File: src/rtl/fetch_sequencer.sv
// Single-issue instruction fetch stage: owns the PC, fetches over req/ack, hands off over valid/ready.
// Optional macro FETCH_ALIGN_CHECK_EN: halt with fault=3 on a misaligned committed PC instead of masking it.
module fetch_sequencer #(
   parameter logic [31:0] RESET_PC    = 32'h0000_0000,
   parameter int unsigned MEM_TIMEOUT = 255,
   parameter int unsigned TIMEOUT_W   = 8
) (
   input  logic        clk,
   input  logic        rst,
   output logic        imem_req,
   output logic [31:0] imem_addr,
   input  logic        imem_ack,
   input  logic [31:0] imem_data,
   output logic        instr_valid,
   input  logic        instr_ready,
   output logic [31:0] instr,
   output logic [31:0] instr_pc,
   input  logic        commit,
   input  logic [31:0] new_pc,
   input  logic        flow_exception,
   output logic        halted,
   output logic [1:0]  fault
);

   typedef enum logic [2:0] {
      IDLE,
      FETCH,
      HOLD,
      EXEC,
      HALT
   } state_t;

   localparam logic [1:0] FAULT_EXC     = 2'd1;
   localparam logic [1:0] FAULT_TIMEOUT = 2'd2;
`ifdef FETCH_ALIGN_CHECK_EN
   localparam logic [1:0] FAULT_ALIGN   = 2'd3;
`endif

   // Limit is compared against the count before this cycle's increment, so
   // the MEM_TIMEOUT-th ack-less FETCH cycle is the one that faults.
   localparam bit          TO_EN   = (MEM_TIMEOUT != 0);
   localparam int unsigned TO_LAST = (MEM_TIMEOUT == 0) ? 0 : MEM_TIMEOUT - 1;
   localparam logic [TIMEOUT_W-1:0] TO_LIMIT = TO_LAST[TIMEOUT_W-1:0];

   state_t                state;
   logic [31:0]           pc;
   logic [TIMEOUT_W-1:0]  tcnt;

   assign imem_addr = pc;

   always_ff @(posedge clk or posedge rst) begin
      if (rst) begin
         state       <= IDLE;
         pc          <= RESET_PC;
         tcnt        <= '0;
         imem_req    <= 1'b0;
         instr_valid <= 1'b0;
         instr       <= '0;
         instr_pc    <= '0;
         halted      <= 1'b0;
         fault       <= '0;
      end else begin
         case (state)
            IDLE: begin
               imem_req <= 1'b1;
               state    <= FETCH;
            end
            FETCH: begin
               if (imem_ack) begin
                  instr       <= imem_data;
                  instr_pc    <= pc;
                  instr_valid <= 1'b1;
                  imem_req    <= 1'b0;
                  tcnt        <= '0;
                  state       <= HOLD;
               end else if (TO_EN && tcnt == TO_LIMIT) begin
                  imem_req <= 1'b0;
                  halted   <= 1'b1;
                  fault    <= FAULT_TIMEOUT;
                  tcnt     <= '0;
                  state    <= HALT;
               end else begin
                  tcnt <= tcnt + 1'b1;
               end
            end
            HOLD: begin
               if (instr_ready) begin
                  instr_valid <= 1'b0;
                  state       <= EXEC;
               end
            end
            EXEC: begin
               if (commit) begin
                  if (flow_exception) begin
                     halted <= 1'b1;
                     fault  <= FAULT_EXC;
                     state  <= HALT;
                  end else begin
`ifdef FETCH_ALIGN_CHECK_EN
                     if (new_pc[1:0] != 2'b00) begin
                        halted <= 1'b1;
                        fault  <= FAULT_ALIGN;
                        state  <= HALT;
                     end else begin
                        pc       <= new_pc;
                        imem_req <= 1'b1;
                        state    <= FETCH;
                     end
`else
                     pc       <= new_pc & ~32'h3;
                     imem_req <= 1'b1;
                     state    <= FETCH;
`endif
                  end
               end
            end
            HALT: begin
               imem_req    <= 1'b0;
               instr_valid <= 1'b0;
               halted      <= 1'b1;
            end
            default: state <= IDLE;
         endcase
      end
   end

endmodule
File: config.mk
export PLATFORM = sky130hd
export DESIGN_NAME = fetch_sequencer
export DESIGN_NICKNAME = d
export VERILOG_FILES = /design/src/rtl/fetch_sequencer.sv
export SDC_FILE = /design/constraint.sdc
export NUM_CORES = 1
export LEC_CHECK = 0
export ABC_AREA = 1
export BUFFER_PORTS_ARGS = -buffer_cell sky130_fd_sc_hd__buf_2
export CAP_MARGIN = 30
export CORE_UTILIZATION = 51
export CTS_BUF_LIST = sky130_fd_sc_hd__clkbuf_8
export DETAILED_ROUTE_END_ITERATION = 8
export PLACE_DENSITY = 0.82
export REMOVE_ABC_BUFFERS = 1
export SYNTH_ARGS = -nofsm -noshare
export SYNTH_HDL_FRONTEND = slang
export SYNTH_SLANG_ARGS = --single-unit
File: constraint.sdc
create_clock -name clk -period 3.6 [get_ports clk]
set_clock_uncertainty 0.1 [all_clocks]
set_input_delay 0.36 -clock clk [delete_from_list [all_inputs] [get_ports clk]]
set_output_delay 0.36 -clock clk [all_outputs]
set_load 0.01 [all_outputs]
==> run_results.csv, run 1 <==
group,metric,value,unit
placement,io_buffers,164,
worst_setup_path,arrival,2.42,ns
layout,multi_input_area,1620,um2
worst_setup_path,r2r_slack,1.33,ns
logic_synthesis,ys_warn_count,0,
hold_path,worstHoldPathCells,3,
worst_setup_path,crit_required,3.75,ns
worst_setup_path,worstSetupPathType,"reg2reg",
worst_setup_path,crit_fanout,33,
timing,tns,0,ns
timing,hold_ws,0.0873,ns
grt,grt-busiest-layer,"met2",
placement,place_inst,767,
worst_setup_path,slowest_delay,0.65,ns
timing,hold_violations,0,
clock_network,cts_tree,"built",
clock_network,cts_resized,0,
logic_synthesis,ys_seq_area_share,58.8,%
route,drc_errors,0,
route,antenna_left,0,
power,power_leakage,3.45,nW
route,first_pass_iters,4,
clock_network,clock_latency,0.36,ns
logic_synthesis,synthesis.area,4600,um2
timing,slew_headroom,37.0,%
run_status,status,"complete, no violations",
worst_setup_path,path_common_cell,"nand2_1",
floorplanning,initial_utilization,52.7,%
grt,grt_util_met2,38.2,%
grt,grt_pass1_wl,17200,um
clock_network,cts_num_sinks,108,
timing,post-route-period-util,63.1,%
placement,hpwl,6670,um
power,powerDensity,395,nW/um2
clock_network,cts_root_buf,"clkbuf_8",
floorplanning,dieArea,9390,um2
clock_network,htree_levels,3,
timing,setup_viol,0,
grt,grt_pass1_vias,3791,
clock_network,cts_buffers,9,
worst_setup_path,worstRegToRegCells,5,
route,wl_per_cell,12.7,um
route,vias,3845,
timing,fin_crit,2.27,ns
clock_network,post_cts_buffers,0,
clock_network,cts.path.max_buffers,2,
layout,fin_util,64.1,%
route,viasPerCell,4.90,
route,first_iter_violations,187,
placement,dpl-instance-area,5360,um2
timing,worstMarginPinSlew,0.943,ns
logic_synthesis,ys_ff_latch,108,
layout,n_fill_cell,759,
worst_setup_path,cp-end-kind,"register",
clock_network,cts.clk_slew.worst_paths,0.10,ns
grt,grt_max_degree,65,
timing,rsz0062_at_grt,"no",
timing,final_max_slew_viol_count,0,
grt,antenna_found_initial,0,
logic_synthesis,yosysUniqueCellTypes,30,
layout,final_area,5590,um2
worst_setup_path,start_kind,"register",
layout,drive_above_1_share,29.1,%
layout,diodes,0,
worst_setup_path,worstPathCellList,"nand3_2 -> nor2_4 -> nand2_4 -> nand2_1 -> nand2_1",
logic_synthesis,avgSynthCellArea,8.85,um2
hold_path,min_path_type,"in2reg",
worst_setup_path,cp_slowest_cell,"nor2_4",
job,drv_cap,0,
power,ir_worst_vdd,0.218,mV
floorplanning,rows,34,
grt,met1_usage,28.3,%
clock_network,ctsHoldBuffers,1,
layout,final_nets,743,
grt,gr-total-overflow,0,
floorplanning,die_h,96.9,um
floorplanning,pin_count,171,
floorplanning,die_x,96.9,um
layout,seq_area,2700,um2
floorplanning,coreArea,8720,um2
layout,syn2layout_area_growth,21.7,%
layout,instances_no_fill,784,
placement,place.gp.congestion,0.865,
grt,met3_usage,5.13,%
route,routed_wl,9970,um
timing,fmax,0.440,GHz
logic_synthesis,synth_cells,519,
grt,track_usage,22.7,%
[per-stage QoR]
step	setup WS, ns	power [mW]
floorplan	0.294	1.34
global placement	1.44	1.43
detailed placement	1.37	1.44
CTS	1.35	2.24
global route	1.17	2.31
finish	1.33	2.21
[critical path: cells and delay by family, from the launching register on]
family / cells / cell delay (ns)
and+or+nand+nor: 5 / 1.46
DFF: 1 / 0.60
[cell usage in the layout, fill, tap and decap left out, drive strengths merged, types with 2 or more instances in the layout]
cell and count:
inv 15, nand4 6, a21oi 4, buf 165, clkinv 2, xor2 2
dfrtp 108, nand2 287, o21ai 9, bufinv 2, nor2 11, clkbuf 10
nand3 43, ha 2, conb 4
[cell usage after synthesis]
| library cell | instances | area [um2] |
|---|---|---|
| o21ai_0 | 9 | 45.0 |
| nand2_2 | 2 | 12.5 |
| dfrtp_1 | 108 | 2700 |
| nand3b_1 | 1 | 7.51 |
| nand2_4 | 2 | 22.5 |
| inv_1 | 11 | 41.3 |
| o211ai_1 | 1 | 7.51 |
| inv_2 | 2 | 7.51 |
| nand3_1 | 40 | 200 |
| a21boi_0 | 1 | 7.51 |
| xor2_1 | 2 | 17.5 |
| buf_6 | 12 | 135 |
| xnor2_1 | 1 | 8.76 |
| nand2_1 | 283 | 1060 |
| nor2_4 | 2 | 22.5 |
| nor2_8 | 1 | 20.0 |
| clkbuf_1 | 1 | 3.75 |
| nor2_1 | 6 | 22.5 |
| buf_2 | 8 | 40.0 |
| nand4_1 | 5 | 31.3 |
| buf_8 | 1 | 15.0 |
| buf_4 | 6 | 45.0 |
| inv_4 | 1 | 6.26 |
| nand4_2 | 1 | 12.5 |
| nand3_2 | 2 | 20.0 |
| a21oi_1 | 4 | 20.0 |
| nor2_2 | 2 | 12.5 |
| ha_1 | 2 | 25.0 |
| nand3_4 | 1 | 17.5 |
| conb_1 | 1 | 3.75 |
[where the power goes]
part	total (mW)	internal, mW	switching (mW)	leakage (nW)
clock	0.801	0.411	0.390	0.114
sequential	1.26	1.24	0.0186	1.41
combinational	0.148	0.0618	0.0864	1.93
[state kept, by name, summed over array words and instances, names as in the netlist]
register / count
instr: 32
imem_addr: 30
instr_pc: 30
tcnt: 8
state: 3
fault: 2
halted: 1
imem_req: 1
instr_valid: 1
[worst paths after layout]
check | endpoint | start
max | imem_addr[19]$_DFFE_PP0P_ | state[1]$_DFFE_PP0P_
min | instr[27]$_DFFE_PP0P_ | imem_data[27]
max reg2reg | imem_addr[19]$_DFFE_PP0P_ | state[1]$_DFFE_PP0P_
min reg2reg | halted$_DFFE_PP0P_ | halted$_DFFE_PP0P_
max in group asynchronous | instr[20]$_DFFE_PP0P_ | rst
min in group asynchronous | instr[5]$_DFFE_PP0P_ | rst
[logic make-up (layout without fill, tap and decap cells)]
group                    count (synthesis)  after routing  synth area share, %
flip-flops                             108            108                 58.8
buffers and inverters                   42            196                 6.40
AO/OA/AOI/OAI                           15             15                 1.74
other                                    1              4               0.0816
adder cells (fa/ha/maj)                  2              2                0.544
AND/OR/NAND/NOR                        348            348                 31.9
XOR/XNOR                                 3              3                0.572
[layout make-up]
cell class	count	share of cell area [%]
flip-flops and latches	108	48.3
multi-input cells	372	29.0
clock buffers	10	2.46
inverters	14	1.03
clock inverters	6	1.59
well taps	108	2.42
repair buffers	166	15.2
[routing by layer]
metal / up-vias / routed length, um / share of wire, %
met2: 155 / 4730 / 47
met4: 0 / 240 / 2.4
met3: 21 / 646 / 6.5
li1: 1907 / - / -
met5: - / 0 / 0
met1: 1762 / 4350 / 44
Power figures use the tool's default switching activity.
==> run 2: changes to the inputs <==
Clock period 3.6 ns to 2.1 ns, I/O delays scaled along.
==> run 2 against run 1 <==
  * Hold slack better by 0.018 ns
  * Count of clock-buffer cells in the layout down 1
  * Via count grew 8.3%
  * Sequential power grew 72%
  * Core utilization rose by 7.5 points
  * Final cell count up 8.7%
  * Maximum frequency is 28% higher
  * Flip-flop and latch count stayed put
  * Routed wire length up 15%
  * Die area unchanged
  * Critical path depth stayed put
==> run_results.csv, run 2 (synthesis results as in run 1) <==
group,metric,value,unit
worst_setup_path,worstSetupPathType,"reg2reg",
floorplanning,initial_utilization,52.7,%
route,first_iter_violations,154,
timing,slew_headroom,62.6,%
floorplanning,die_h,96.9,um
timing,setup_viol,0,
layout,n_fill_cell,643,
layout,largest_reg_flops,32,
layout,final_common_cell,"nand2_1",
timing,rsz0062_at_grt,"no",
timing,setup_slack,0.329,ns
worst_setup_path,crit_start,"state[0]$_DFFE_PP0P_",
grt,grt_max_degree,109,
timing,final_max_slew_viol_count,0,
layout,fin_util,71.6,%
worst_setup_path,r2r_slack,0.33,ns
worst_setup_path,worstRegToRegCells,5,
run_status,status,"complete, no violations",
route,antenna_left,0,
clock_network,post_cts_buffers,0,
placement,dpl-instance-area,5430,um2
worst_setup_path,crit_required,2.29,ns
worst_setup_path,start_kind,"register",
grt,gr-total-overflow,0,
hold_path,min_path_type,"in2reg",
layout,layout_common_cells,"nand2_1 (283), buf_2 (164), dfrtp_1 (108)",
grt,track_usage,25.8,%
floorplanning,rows,34,
worst_setup_path,arrival,1.96,ns
layout,final_nets,811,
route,wl_per_cell,13.5,um
clock_network,cts_tree,"built",
power,power_leakage,3.72,nW
route,routed_wl,11500,um
worst_setup_path,endpoint,"imem_addr[20]$_DFFE_PP0P_",
grt,antenna_found_initial,0,
job,drv_cap,0,
layout,diodes,0,
route,viasPerCell,4.89,
power,finalPower,3.75,mW
layout,syn2layout_area_growth,36.0,%
clock_network,cts_root_buf,"clkbuf_8",
clock_network,cts_num_sinks,108,
timing,post-route-period-util,84.3,%
layout,drive_above_1_share,27.3,%
timing,fmax,0.565,GHz
clock_network,clock_latency,0.36,ns
layout,seq_area,2700,um2
route,vias,4166,
layout,largest-register,"instr",
grt,grt_pass1_wl,19600,um
placement,hpwl,6860,um
timing,worstMarginPinSlew,0.561,ns
route,first_pass_iters,4,
power,ir_worst_vdd,0.397,mV
floorplanning,dieArea,9390,um2
layout,multi_input_area,1620,um2
placement,place.gp.congestion,0.910,
timing,fin_crit,1.77,ns
worst_setup_path,r2r_end,"imem_addr[20]$_DFFE_PP0P_",
layout,final_area,6250,um2
floorplanning,coreArea,8720,um2
timing,hold_violations,0,
placement,dp_slack,0.398,ns
worst_setup_path,reg2reg_from,"state[0]$_DFFE_PP0P_",
floorplanning,die_x,96.9,um
timing,tns,0,ns
placement,io_buffers,164,
floorplanning,pin_count,171,
worst_setup_path,crit_fanout,26,
grt,grt_pass1_vias,4194,
power,powerDensity,600,nW/um2
route,drc_errors,0,
worst_setup_path,cp-end-kind,"register",
clock_network,cts_buffers,9,
clock_network,cts.path.max_buffers,2,
clock_network,htree_levels,3,
clock_network,cts.clk_slew.worst_paths,0.09,ns
## run 2: stage by stage
step	instances	hold WS, ns
after global placement	773	0.288
final	852	0.105
after detailed placement	773	0.296
after global routing	852	0.0848
after CTS	852	0.0824
after floorplan	494	0.220
## run 2: worst min-delay path by stage
stage	from	end	slack, ns	depth (start not counted)
after global routing	flow_exception	imem_addr[13]$_DFFE_PP0P_	0.08	4
after CTS	flow_exception	imem_addr[3]$_DFFE_PP0P_	0.08	4
after detailed placement	rst	instr[0]$_DFFE_PP0P_	0.30	3
final	flow_exception	imem_addr[3]$_DFFE_PP0P_	0.10	4
after floorplan	imem_data[0]	instr[0]$_DFFE_PP0P_	0.22	2
after global placement	rst	instr[15]$_DFFE_PP0P_	0.29	3
## run 2: per-layer routing
metal	routed length (um)	share of wire [%]	track usage, %
met1	4900	43	32.4
met2	5730	50	44.6
met3	681	5.9	4.55
met4	155	1.4	9.30
met5	0	0	0
## run 2: critical path, cell delays in order, from the launching register on
cell and delay, ns:
dfrtp_1 0.58, nand3_2 0.16, nor2_4 0.26, buf_4 0.36, nand3_1 0.14, nand2_1 0.11
## run 2: report_power, final
part	leakage [nW]	internal, mW	switching [mW]
Clock	0.0887	0.545	0.682
Combinational	2.23	0.184	0.171
Sequential	1.41	2.13	0.0339
## run 2: repair_timing
| item | 4_1_cts | 5_1_grt |
|---|---|---|
| endpoints found under the hold margin | 170 | 0 |
| hold buffers | 63 | 0 |
| gates resized for setup | 0 | 0 |
## run 2: cell type report
type                            instances  share of cell area [%]
Clock inverter                          7                    1.10
Sequential cell                       108                    43.3
Multi-Input combinational cell        372                    25.9
Timing Repair Buffer                  234                    24.7
Clock buffer                            9                    1.98
Tap cell                              108                    2.16
Inverter                               14                   0.921
==> run 3: changes to the inputs <==
Settings changed: ABC_AREA 1 to 0, CORE_UTILIZATION 51 to 50.
Clock period 2.1 ns to 1.7 ns, I/O delays scaled along.
==> run 3 against run 2 <==
  * The flow now finishes with violations (negative setup slack)
  * Hold slack improved by 0.059 ns
  * Via count fell by 21%
  * Sequential power increased by 110%
  * Critical path type unchanged
  * Critical endpoint is now halted$_DFFE_PP0P_
==> run_results.csv, run 3 <==
group,metric,value,unit
run_status,status,"finished, violations left",
run_status,violations,"negative setup slack",
power,seq_power_share,42.3,%
grt,track_usage,24.3,%
logic_synthesis,ys_seq_area_share,62.7,%
worst_setup_path,worstSetupPathType,"reg2reg",
route,wl_per_cell,16.2,um
logic_synthesis,yosysMostFrequentCell,"dfrtp_1",
power,cellInternalPower,6.86,mW
clock_network,cts_buffers,9,
layout,syn2layout_area_growth,47.7,%
worst_setup_path,start_kind,"register",
placement,hpwl,6600,um
route,drc_errors,0,
grt,antenna_found_initial,0,
timing,rsz0062_at_grt,"yes",
floorplanning,dieArea,8990,um2
clock_network,cts.clk_slew.worst_paths,0.10,ns
route,routed_wl,10700,um
worst_setup_path,crit_required,1.86,ns
floorplanning,initial_utilization,52.2,%
logic_synthesis,avgSynthCellArea,14.8,um2
power,powerDensity,1660,nW/um2
grt,met3_usage,4.75,%
grt,met1_usage,26.3,%
logic_synthesis,synthTopCellsByCount,"dfrtp_1 (108), mux2_2 (92), buf_4 (11)",
floorplanning,coreArea,8260,um2
layout,layout_common_cells,"buf_2 (164), dfrtp_1 (108), mux2_2 (92)",
job,drv_cap,0,
power,power_leakage,3.15,nW
logic_synthesis,ys_warn_count,0,
clock_network,clock_latency,0.36,ns
layout,final_area,6360,um2
layout,final_nets,621,
layout,final_common_cell,"buf_2",
logic_synthesis,yosysUniqueCellTypes,33,
layout,largest-register,"instr",
placement,dpl-instance-area,5420,um2
logic_synthesis,synthFlopType,"dfrtp_1",
power,finalPower,10.6,mW
placement,place.gp.congestion,0.821,
floorplanning,die_x,94.8,um
grt,grt_pass1_vias,3535,
logic_synthesis,ys_ff_latch,108,
power,power_frac_comb,43.9,%
route,first_pass_iters,4,
timing,final_max_slew_viol_count,0,
grt,grt_pass1_wl,16400,um
grt,grt_max_degree,33,
logic_synthesis,yosysTopAreaCellShare,62.7,%
logic_synthesis,synthTopCellsByArea,"dfrtp_1 (63%), mux2_2 (24%), buf_4 (1.9%)",
timing,fmax,0.559,GHz
timing,fin_crit,1.79,ns
power,switching_share,35.2,%
floorplanning,rows,33,
timing,setup_viol,82,
timing,post-route-period-util,105,%
timing,setup_slack,-0.0901,ns
route,viasPerCell,5.01,
logic_synthesis,synth_cells,292,
route,vias,3308,
clock_network,cts_num_sinks,108,
worst_setup_path,cp-end-kind,"register",
layout,drive_above_1_share,57.8,%
power,power.share.clock,13.8,%
logic_synthesis,synth_top_cell_by_area,"dfrtp_1",
clock_network,cts_root_buf,"clkbuf_8",
route,antenna_left,0,
logic_synthesis,async_flop_share,100,%
placement,dp_slack,-0.157,ns
clock_network,cts.path.max_buffers,2,
timing,hold_violations,0,
grt,grt-busiest-layer,"met2",
power,p_switching,3.73,mW
logic_synthesis,synthesis.area,4310,um2
clock_network,htree_levels,3,
worst_setup_path,arrival,1.95,ns
power,ir_worst_vdd,0.983,mV
grt,grt_util_met2,45.7,%
hold_path,min_path_type,"in2reg",
route,first_iter_violations,94,
grt,gr-total-overflow,0,
layout,largest_reg_flops,32,
logic_synthesis,synth_edf_count,0,
floorplanning,die_h,94.8,um
clock_network,cts_tree,"built",
placement,io_buffers,164,
worst_setup_path,crit_fanout,4,
floorplanning,pin_count,171,
==> run 3: cell count changes in the layout (fill, tap and decap cells not counted), moves of 6 or more <==
cell / change
nand3_1: -35
buf_4: +23
mux2_2: +92
inv_1: -6
nand2_1: -274
==> run 3: power groups by stage <==
stage | Combinational [mW] | Sequential (mW) | Clock, mW
3_5_place_dp | 4.31 | 4.49 | 0
3_3_place_gp | 4.17 | 4.40 | 0
5_1_grt | 4.99 | 4.62 | 1.61
2_1_floorplan | 1.78 | 5.03 | 0
4_1_cts | 4.57 | 4.45 | 1.51
6_report | 4.64 | 4.48 | 1.46
==> run 3: layout make-up <==
cell class	instances	area, um2
fill	502	1890
multi-input combinational	161	1510
clock inverter	6	45.0
sequential	108	2700
antenna	1	2.50
timing repair buffer	262	1800
tap	105	131
clock buffer	10	138
inverter	7	28.8
==> run 3: path summary, 6_finish.rpt <==
check / start / end / slack, ns / depth (start not counted)
setup reg to reg: state[1]$_DFFE_PP0P_ / halted$_DFFE_PP0P_ / -0.09 / 5
setup / recovery: state[1]$_DFFE_PP0P_ / halted$_DFFE_PP0P_ / -0.09 / 5
max in group asynchronous: rst / imem_addr[3]$_DFFE_PP0P_ / 0.75 / 4
hold / removal: commit / state[0]$_DFFE_PP0P_ / 0.16 / 4
min in group asynchronous: rst / instr_pc[4]$_DFFE_PP0P_ / 0.23 / 3
hold reg to reg: halted$_DFFE_PP0P_ / halted$_DFFE_PP0P_ / 0.39 / 1
==> run 3: kinds of logic after synthesis <==
logic type / synth area share, %
other: 0.0870
and+or+nand+nor: 4.07
muxes: 24.6
AOI/OAI and AO/OA: 4.15
DFF: 62.7
xor gates and xnor gates: 0.203
buffers and inverters: 3.57
adders and majority gates: 0.581
==> run 3: stage by stage <==
| stage | TNS [ns] | cells | hold slack [ns] | util, % |
|---|---|---|---|---|
| 2_1_floorplan | -291.58 | 276 | 0.222 | - |
| 3_3_place_gp | -2.24 | 572 | 0.0611 | 65.6 |
| 3_5_place_dp | -9.43 | 572 | 0.0631 | 65.6 |
| 4_1_cts | -3.14 | 658 | 0.111 | 76.8 |
| 5_1_grt | -6.56 | 659 | 0.166 | 77.0 |
| 6_report | -3.06 | 660 | 0.164 | 77.1 |
==> run 3: worst max-delay path, cell delays in order, from the launching register on <==
cell and delay [ns]:
dfrtp_1 0.44, or3b_4 0.42, a211oi_4 0.28, nor4_4 0.09
buf_4 0.15, a211o_1 0.21
==> run 3: repair_timing <==
action / 4_1_cts / 5_1_grt
buffers inserted: 6 / 1
gates cloned: 1 / 0
hold buffers: 63 / 0
resized for setup: 8 / 6
endpoints found under the hold margin: 115 / 0
endpoints found under the setup margin: 101 / 107
pin swaps: 5 / 6
==> run 3: metal layers <==
layer  part of all wire, %  vias to the layer above
li1                      -                     1534
met1                    36                     1628
met2                    55                      123
met3                   5.7                       23
met4                   2.6                        0
met5                     0                        -
